$ cat src/rtl/mdu_iterative.sv
// Iterative RV32M multiply/divide unit: shift-add multiply and restoring divide, one bit per
// cycle, with a start/busy/done handshake and a fixed WIDTH+1 cycle latency.
module mdu_iterative #(
  parameter int unsigned WIDTH = 32
) (
  input  logic             clk,
  input  logic             reset,
  input  logic             start,
  input  logic [2:0]       funct3,
  input  logic [WIDTH-1:0] op_a,
  input  logic [WIDTH-1:0] op_b,
  output logic             busy,
  output logic             done,
  output logic [WIDTH-1:0] result
);

  localparam int unsigned CntW = $clog2(WIDTH);

  localparam logic [1:0] StIdle = 2'd0;
  localparam logic [1:0] StRun  = 2'd1;
  localparam logic [1:0] StFin  = 2'd2;

  logic [1:0]         state_q, state_d;
  logic [2:0]         op_q, op_d;
  logic [CntW-1:0]    cnt_q, cnt_d;
  logic [WIDTH-1:0]   b_mag_q, b_mag_d;
  logic [2*WIDTH-1:0] acc_q, acc_d;
  logic [WIDTH:0]     rem_q, rem_d;
  logic               neg_q, neg_d;
  logic               div0_q, div0_d;
  logic [WIDTH-1:0]   result_q, result_d;
  logic               done_q, done_d;

  logic               a_signed, b_signed, a_neg, b_neg, res_neg;
  logic [WIDTH-1:0]   a_mag, b_mag;
  logic [WIDTH:0]     mul_sum;
  logic [WIDTH+1:0]   div_diff;
  logic [2*WIDTH-1:0] prod;
  logic [WIDTH-1:0]   quo, rem_fix, fin_result;

  // Operand decode at accept time: magnitudes plus a single result-sign flag.
  always_comb begin
    a_signed = (funct3 == 3'b001) || (funct3 == 3'b010) || (funct3 == 3'b100) ||
               (funct3 == 3'b110);
    b_signed = (funct3 == 3'b001) || (funct3 == 3'b100) || (funct3 == 3'b110);
    a_neg    = a_signed & op_a[WIDTH-1];
    b_neg    = b_signed & op_b[WIDTH-1];
    a_mag    = a_neg ? -op_a : op_a;
    b_mag    = b_neg ? -op_b : op_b;
    res_neg  = (funct3 == 3'b110) ? a_neg : (a_neg ^ b_neg);
  end

  // Multiply: acc = {partial product, remaining multiplier bits}; divide: acc low half holds
  // the dividend being shifted out MSB first and the quotient being shifted in.
  always_comb begin
    mul_sum  = {1'b0, acc_q[2*WIDTH-1:WIDTH]} + (acc_q[0] ? {1'b0, b_mag_q} : '0);
    div_diff = {rem_q, acc_q[WIDTH-1]} - {2'b00, b_mag_q};
  end

  // Signed overflow (MIN / -1) yields MIN quotient and zero remainder naturally; only a zero
  // divisor needs an explicit override, as the remainder path already returns op_a.
  always_comb begin
    prod    = neg_q ? -acc_q : acc_q;
    quo     = neg_q ? -acc_q[WIDTH-1:0] : acc_q[WIDTH-1:0];
    rem_fix = neg_q ? -rem_q[WIDTH-1:0] : rem_q[WIDTH-1:0];
    case (op_q)
      3'b000:                 fin_result = prod[WIDTH-1:0];
      3'b001, 3'b010, 3'b011: fin_result = prod[2*WIDTH-1:WIDTH];
      3'b100, 3'b101:         fin_result = div0_q ? '1 : quo;
      default:                fin_result = rem_fix;
    endcase
  end

  always_comb begin
    state_d  = state_q;
    op_d     = op_q;
    cnt_d    = cnt_q;
    b_mag_d  = b_mag_q;
    acc_d    = acc_q;
    rem_d    = rem_q;
    neg_d    = neg_q;
    div0_d   = div0_q;
    result_d = result_q;
    done_d   = 1'b0;
    case (state_q)
      StIdle: begin
        if (start) begin
          op_d    = funct3;
          b_mag_d = b_mag;
          acc_d   = {{WIDTH{1'b0}}, a_mag};
          rem_d   = '0;
          neg_d   = res_neg;
          div0_d  = (op_b == '0);
          cnt_d   = '0;
          state_d = StRun;
        end
      end
      StRun: begin
        cnt_d = cnt_q + 1'b1;
        if (op_q[2]) begin
          rem_d = div_diff[WIDTH+1] ? {rem_q[WIDTH-1:0], acc_q[WIDTH-1]} : div_diff[WIDTH:0];
          acc_d = {acc_q[2*WIDTH-1:WIDTH], acc_q[WIDTH-2:0], ~div_diff[WIDTH+1]};
        end else begin
          acc_d = {mul_sum, acc_q[WIDTH-1:1]};
        end
        if (cnt_q == CntW'(WIDTH - 1)) state_d = StFin;
      end
      StFin: begin
        result_d = fin_result;
        done_d   = 1'b1;
        state_d  = StIdle;
      end
      default: state_d = StIdle;
    endcase
  end

  always_ff @(posedge clk or posedge reset) begin
    if (reset) begin
      state_q  <= StIdle;
      op_q     <= '0;
      cnt_q    <= '0;
      b_mag_q  <= '0;
      acc_q    <= '0;
      rem_q    <= '0;
      neg_q    <= 1'b0;
      div0_q   <= 1'b0;
      result_q <= '0;
      done_q   <= 1'b0;
    end else begin
      state_q  <= state_d;
      op_q     <= op_d;
      cnt_q    <= cnt_d;
      b_mag_q  <= b_mag_d;
      acc_q    <= acc_d;
      rem_q    <= rem_d;
      neg_q    <= neg_d;
      div0_q   <= div0_d;
      result_q <= result_d;
      done_q   <= done_d;
    end
  end

  assign busy   = (state_q != StIdle);
  assign done   = done_q;
  assign result = result_q;

endmodule

$ cat config.mk
export PLATFORM = sky130hd
export DESIGN_NAME = mdu_iterative
export DESIGN_NICKNAME = d
export VERILOG_FILES = /design/src/rtl/mdu_iterative.sv
export SDC_FILE = /design/constraint.sdc
export NUM_CORES = 1
export LEC_CHECK = 0
export CORE_MARGIN = 5
export CORE_UTILIZATION = 61
export DETAILED_ROUTE_END_ITERATION = 6
export MAX_ROUTING_LAYER = met4
export PLACE_DENSITY_LB_ADDON = 0.05
export SLEW_MARGIN = 15
export SYNTH_ARGS = -nofsm -noshare
export SYNTH_HDL_FRONTEND = slang
export SYNTH_SLANG_ARGS = --single-unit
$ cat constraint.sdc
create_clock -name clk -period 6.7 [get_ports clk]
set_input_delay 0.67 -clock clk [delete_from_list [all_inputs] [get_ports clk]]
set_output_delay 0.67 -clock clk [all_outputs]
set_load 0.05 [all_outputs]
; Word level (Yosys, flattened, before mapping)
; Cells that the tools add are included.
[word_totals]
ff_bits = 174
output_inout_bits = 34
[classes]
n_addsub = 8
eq_ne = 16
mux = 22
bitwise_logic = 4
n_reduce_logical = 17
[ops]
columns = operator, count
row1 = 2-to-1 mux 32 bit, 6
row2 = 2-to-1 mux 64 bit, 3
row3 = negation 32 bit, 4
row4 = case mux 64 bit (2 select lines), 1
row5 = 2-to-1 mux 33 bit, 3
row6 = case mux 32 bit (3 select lines), 1
row7 = case mux 33 bit (2 select lines), 1
row8 = negation 64 bit, 1
row9 = subtractor 34 x 32 -> 34 bit, 1
row10 = adder 32 x 32 -> 33 bit, 1
row11 = zero test 32 bit, 1
row12 = "== test 3 bit, second input constant", 4
row13 = case mux 5 bit (2 select lines), 1
row14 = "== test 3 x 2 -> 1 bit, second input constant", 3
row15 = "inequality test 2 bit, second input constant", 4
row16 = "== test 3 x 1 -> 1 bit, second input constant", 2
row17 = AND reduction 2 bit, 3
row18 = AND reduction 3 bit, 2
row19 = "adder 5 x 1 -> 5 bit, second input constant", 1
row20 = "== test 5 bit, second input constant", 1
row21 = logical OR 1 bit, 5
row22 = 2-to-1 mux 5 bit, 1
row23 = 2-to-1 mux 2 bit, 2
row24 = case mux 2 bit (2 select lines), 1
row25 = 11 further kinds, 14

; Depth between registers and ports, before layout
[depth]
word_depth = 8
ltp_mapped = 14
depth_no_buf = 13

; Worst setup path before layout
; No wires, ideal clock.
[synth_timing]
path_kind = input port to flip-flop
startpoint = input op_b[8]
endpoint = register b_mag_q[29]
setup_ns = 0.133
arrival_time_ns = 2.937
required_ns = 6.567
setup_slack_ns = 3.630
cell_stages = 8
path_cell_list = or4_1 or4_1 or4_1 nor2_1 nand2_1 o41ai_1 xor2_1 o21ai_0
[synth_via]
elab_chain_cells = 2
[synth_lines]
columns = item, line
row1 = "start, declared", 11  ; input logic [WIDTH-1:0] op_b,
row2 = negation 32 bit, 49  ; b_mag = b_neg ? -op_b : op_b;
row3 = 2-to-1 mux 32 bit, 49
row4 = "end signal, assigned", 133  ; b_mag_q <= b_mag_d;
row5 = "end, declared", 26  ; logic [WIDTH-1:0] b_mag_q, b_mag_d;
; Every way passes these cells.
; A chain may end at the register's enable or synchronous reset.

; Final worst setup path
[layout_timing]
startpoint = register acc_q[0]
endpoint = register result_q[18], in the netlist result[18]
[layout_via]
elab_chain_cells = 4
elab_cells_between_ends = 6
classes_between = add/sub: 2 / mux: 4
[layout_lines]
columns = item, line
row1 = "start, declared", 27  ; logic [2*WIDTH-1:0] acc_q, acc_d;
row2 = "start signal, assigned", 123  ; acc_q <= '0;
row3 = "start signal, assigned", 134  ; acc_q <= acc_d;
row4 = negation 32 bit, 64  ; quo = neg_q ? -acc_q[WIDTH-1:0] : acc_q[WIDTH-1:0];
row5 = 2-to-1 mux 32 bit, 64
row6 = 2-to-1 mux 32 bit, 69  ; 3'b100, 3'b101: fin_result = div0_q ? '1 : quo;
row7 = case mux 32 bit (3 select lines) (*), 66  ; case (op_q)
row8 = "end signal, assigned", 138  ; result_q <= result_d;
row9 = "end, declared", 31  ; logic [WIDTH-1:0] result_q, result_d;
; Every way passes the cells marked *; elsewhere a longest branch is shown, timed or not.

==> metrics.txt <==
clk sinks=174; EDFF count, synth=0; global-route wire length before repair=73.6 mm; Setup TNS=0 ps; Pwr Total=9.28 mW; main area contributors after synthesis=dfrtp_1 (30%), o21ai_0 (8.0%), xor2_1 (6.2%), ha_1 (6.0%), nand2_1 (5.9%); Routed WL=46.7 mm; Sw Pwr=4.83 mW; f_max=236 MHz; fraction of layout cells with a size suffix above 1=0.0391; # rows=56; Slew @ Worst Pin=1130 ps; root buffer cell=clkbuf_16; port bufs=103; H-tree depth=4; CP required=6970 ps; Tot GR Track Use=0.353; R2R Path Start=acc_q[0]$_DFFE_PP0P_; design area=16500 um^2; Post-route DRC=0; most frequent cells after synthesis=o21ai_0 (236), nand2_1 (232), dfrtp_1 (174); via count=14400; CP Capture Type=flop; # fillers=2019; Overflow after GRT=0; Sw Share=0.520; CP endpoint=result[18]$_DFFE_PP0P_; Syn. warnings=0; Die Ht=165 um; I/O pin cnt=104; gp weighted congestion=1.00; pwr dens=562 nW/um^2; Iteration-0 DRC Markers=1576; worst vdd ir=0.404 mV; Distinct cells, synth=75; Die ar.=27300 um^2; Util after Layout=0.699; RSZ-0062 raised after global routing=false; hold slack final=478 ps; clock share of power=0.117; Max Cap Violations=0; hpwl dp=35.4 mm; number of post-CTS setup repair buffers=0; DR vias/cell=6.53; placed instance area=15900 um^2; number of buffers created by CTS=17; Avg Cell Area, Syn=7.95 um^2; DRT Pass-1 Iters=6; Reg power frac=0.237; area leader, netlist=dfrtp_1; post-DR wirelength/cell=21.1 um; synthesized area=14700 um^2; CTS resizes=0; Worst setup startpoint=acc_q[0]$_DFFE_PP0P_; top_reg_cell synth=dfrtp_1; Die Span X=165 um; area grow syn2layout=12.2%; Worst Skew=10.3 ps; fraction of registers with async set/reset=1.00; design internal power=4.45 mW; number of global-route vias before repair=13400; post-synth net total=1994; worst reg2reg endpoint=result[18]$_DFFE_PP0P_; Synth top area share=0.296; clk buf depth=2; initial antenna violation count=1; Worst Path Max Fanout=31; post-synthesis register bit count=174; post-synthesis sequential area ratio=0.296; largest net degree at the start of global routing=103; Initial Util=0.623; Leak=6.93 nW; Min-Delay Path Class=reg2reg; worst rel slew slack=0.247; Final Hold Fails=0; Final period util=0.632; cells after synthesis=1852; setup violators final=0; reg2reg path depth=11; status=completed; worst hold start=result[10]$_DFFE_PP0P_; Slew Viols, Final=0; combinational share of power=0.647; crit path DAT=4510 ps; Reg2Reg Setup Slack=2460 ps; count leader, synth=o21ai_0; Core Region=23600 um^2; Worst setup SP type=flop; Worst-path clk slew=70 ps; final net count=2023; remaining antenna violation count=0; CTS tree=done; clk_lat worst skew=440 ps; WS Path Type=reg2reg; # hold bufs at CTS=0; minimum clock period=4240 ps
-- cells by family (layout without fill, tap and decap cells) --
kind of cell | Yosys count | after routing | share of synthesized area
AOI/OAI and AO/OA | 589 | 589 | 0.251
and+or+nand+nor | 584 | 584 | 0.189
xor gates and xnor gates | 195 | 195 | 0.116
buffers and inverters | 180 | 220 | 0.0467
DFF | 174 | 174 | 0.296
adders and majority gates | 72 | 72 | 0.0622
muxes | 58 | 58 | 0.0395
other | 0 | 1 | 0
-- placed cells by master, fill, tap and decap left out, drive strengths merged, types with 25 or more instances in the layout --
cell	instances
a21o	25
mux2i	58
or3	30
xnor2	91
xor2	104
ha	70
nand3	40
nor3	26
dfrtp	174
a21oi	103
o211ai	25
nor2	126
o31ai	49
o21ai	237
clkdlybuf4s50	103
nand2	232
inv	76
-- power groups by stage --
stage	clock [mW]	combinational [mW]	sequential, mW
after floorplan	0	4.47	1.93
after global placement	0	5.70	2.17
after detailed placement	0	5.83	2.19
after CTS	1.08	5.86	2.17
after global routing	1.13	6.56	2.25
final	1.08	6.00	2.20
-- flip-flops by register name (all words and copies together), names as in the netlist --
register  flops
acc_q        64
rem_q        33
b_mag_q      32
result       32
cnt_q         5
op_q          3
state_q       2
div0_q        1
done          1
neg_q         1
-- worst min-delay path by stage --
| stage | depth (start not counted) | slack [ps] | endpoint |
|---|---|---|---|
| floorplan | 1 | 450 | cnt_q[3]$_DFFE_PP0P_ |
| CTS | 2 | 480 | result[10]$_DFFE_PP0P_ |
| global route | 2 | 500 | b_mag_q[22]$_DFFE_PP0P_ |
| detailed placement | 2 | 470 | result[10]$_DFFE_PP0P_ |
| global placement | 2 | 460 | result[10]$_DFFE_PP0P_ |
| finish | 2 | 480 | result[10]$_DFFE_PP0P_ |
-- per-layer routing --
metal | part of all wire | routed length [um] | track usage | up-vias
met2 | 0.45 | 20800 | 0.530 | 721
met1 | 0.43 | 19900 | 0.489 | 6879
met3 | 0.092 | 4300 | 0.0576 | 98
met5 | 0 | 0 | - | -
met4 | 0.036 | 1680 | 0.122 | 0
li1 | - | - | - | 6738
-- cell type report --
class	count	area (um^2)	area share
clock inverter	12	186	0.0113
antenna	1	2.50	0.000152
inverter	74	283	0.0171
tap	319	399	0.0242
timing repair buffer	116	1140	0.0691
clock buffer	18	429	0.0260
multi-input combinational	1498	9710	0.588
sequential	174	4360	0.264
-- critical path: stages, from the launching register on --
cell and delay, ps:
dfrtp_1 440, inv_1 760, ha_1 330, nand2b_1 120, or3_1 500, nand4b_1 250, o21ai_0 490, o21a_1 330
nand2_1 100, xor2_1 160, a2111oi_0 500, a311oi_1 80
-- metrics by stage --
stage | setup slack [ps] | std cells
finish | 2460 | 2212
global route | 2240 | 2212
CTS | 2530 | 2210
detailed placement | 2530 | 2180
global placement | 2520 | 2180
floorplan | 1310 | 1852
(Power assumes the default switching activity.)
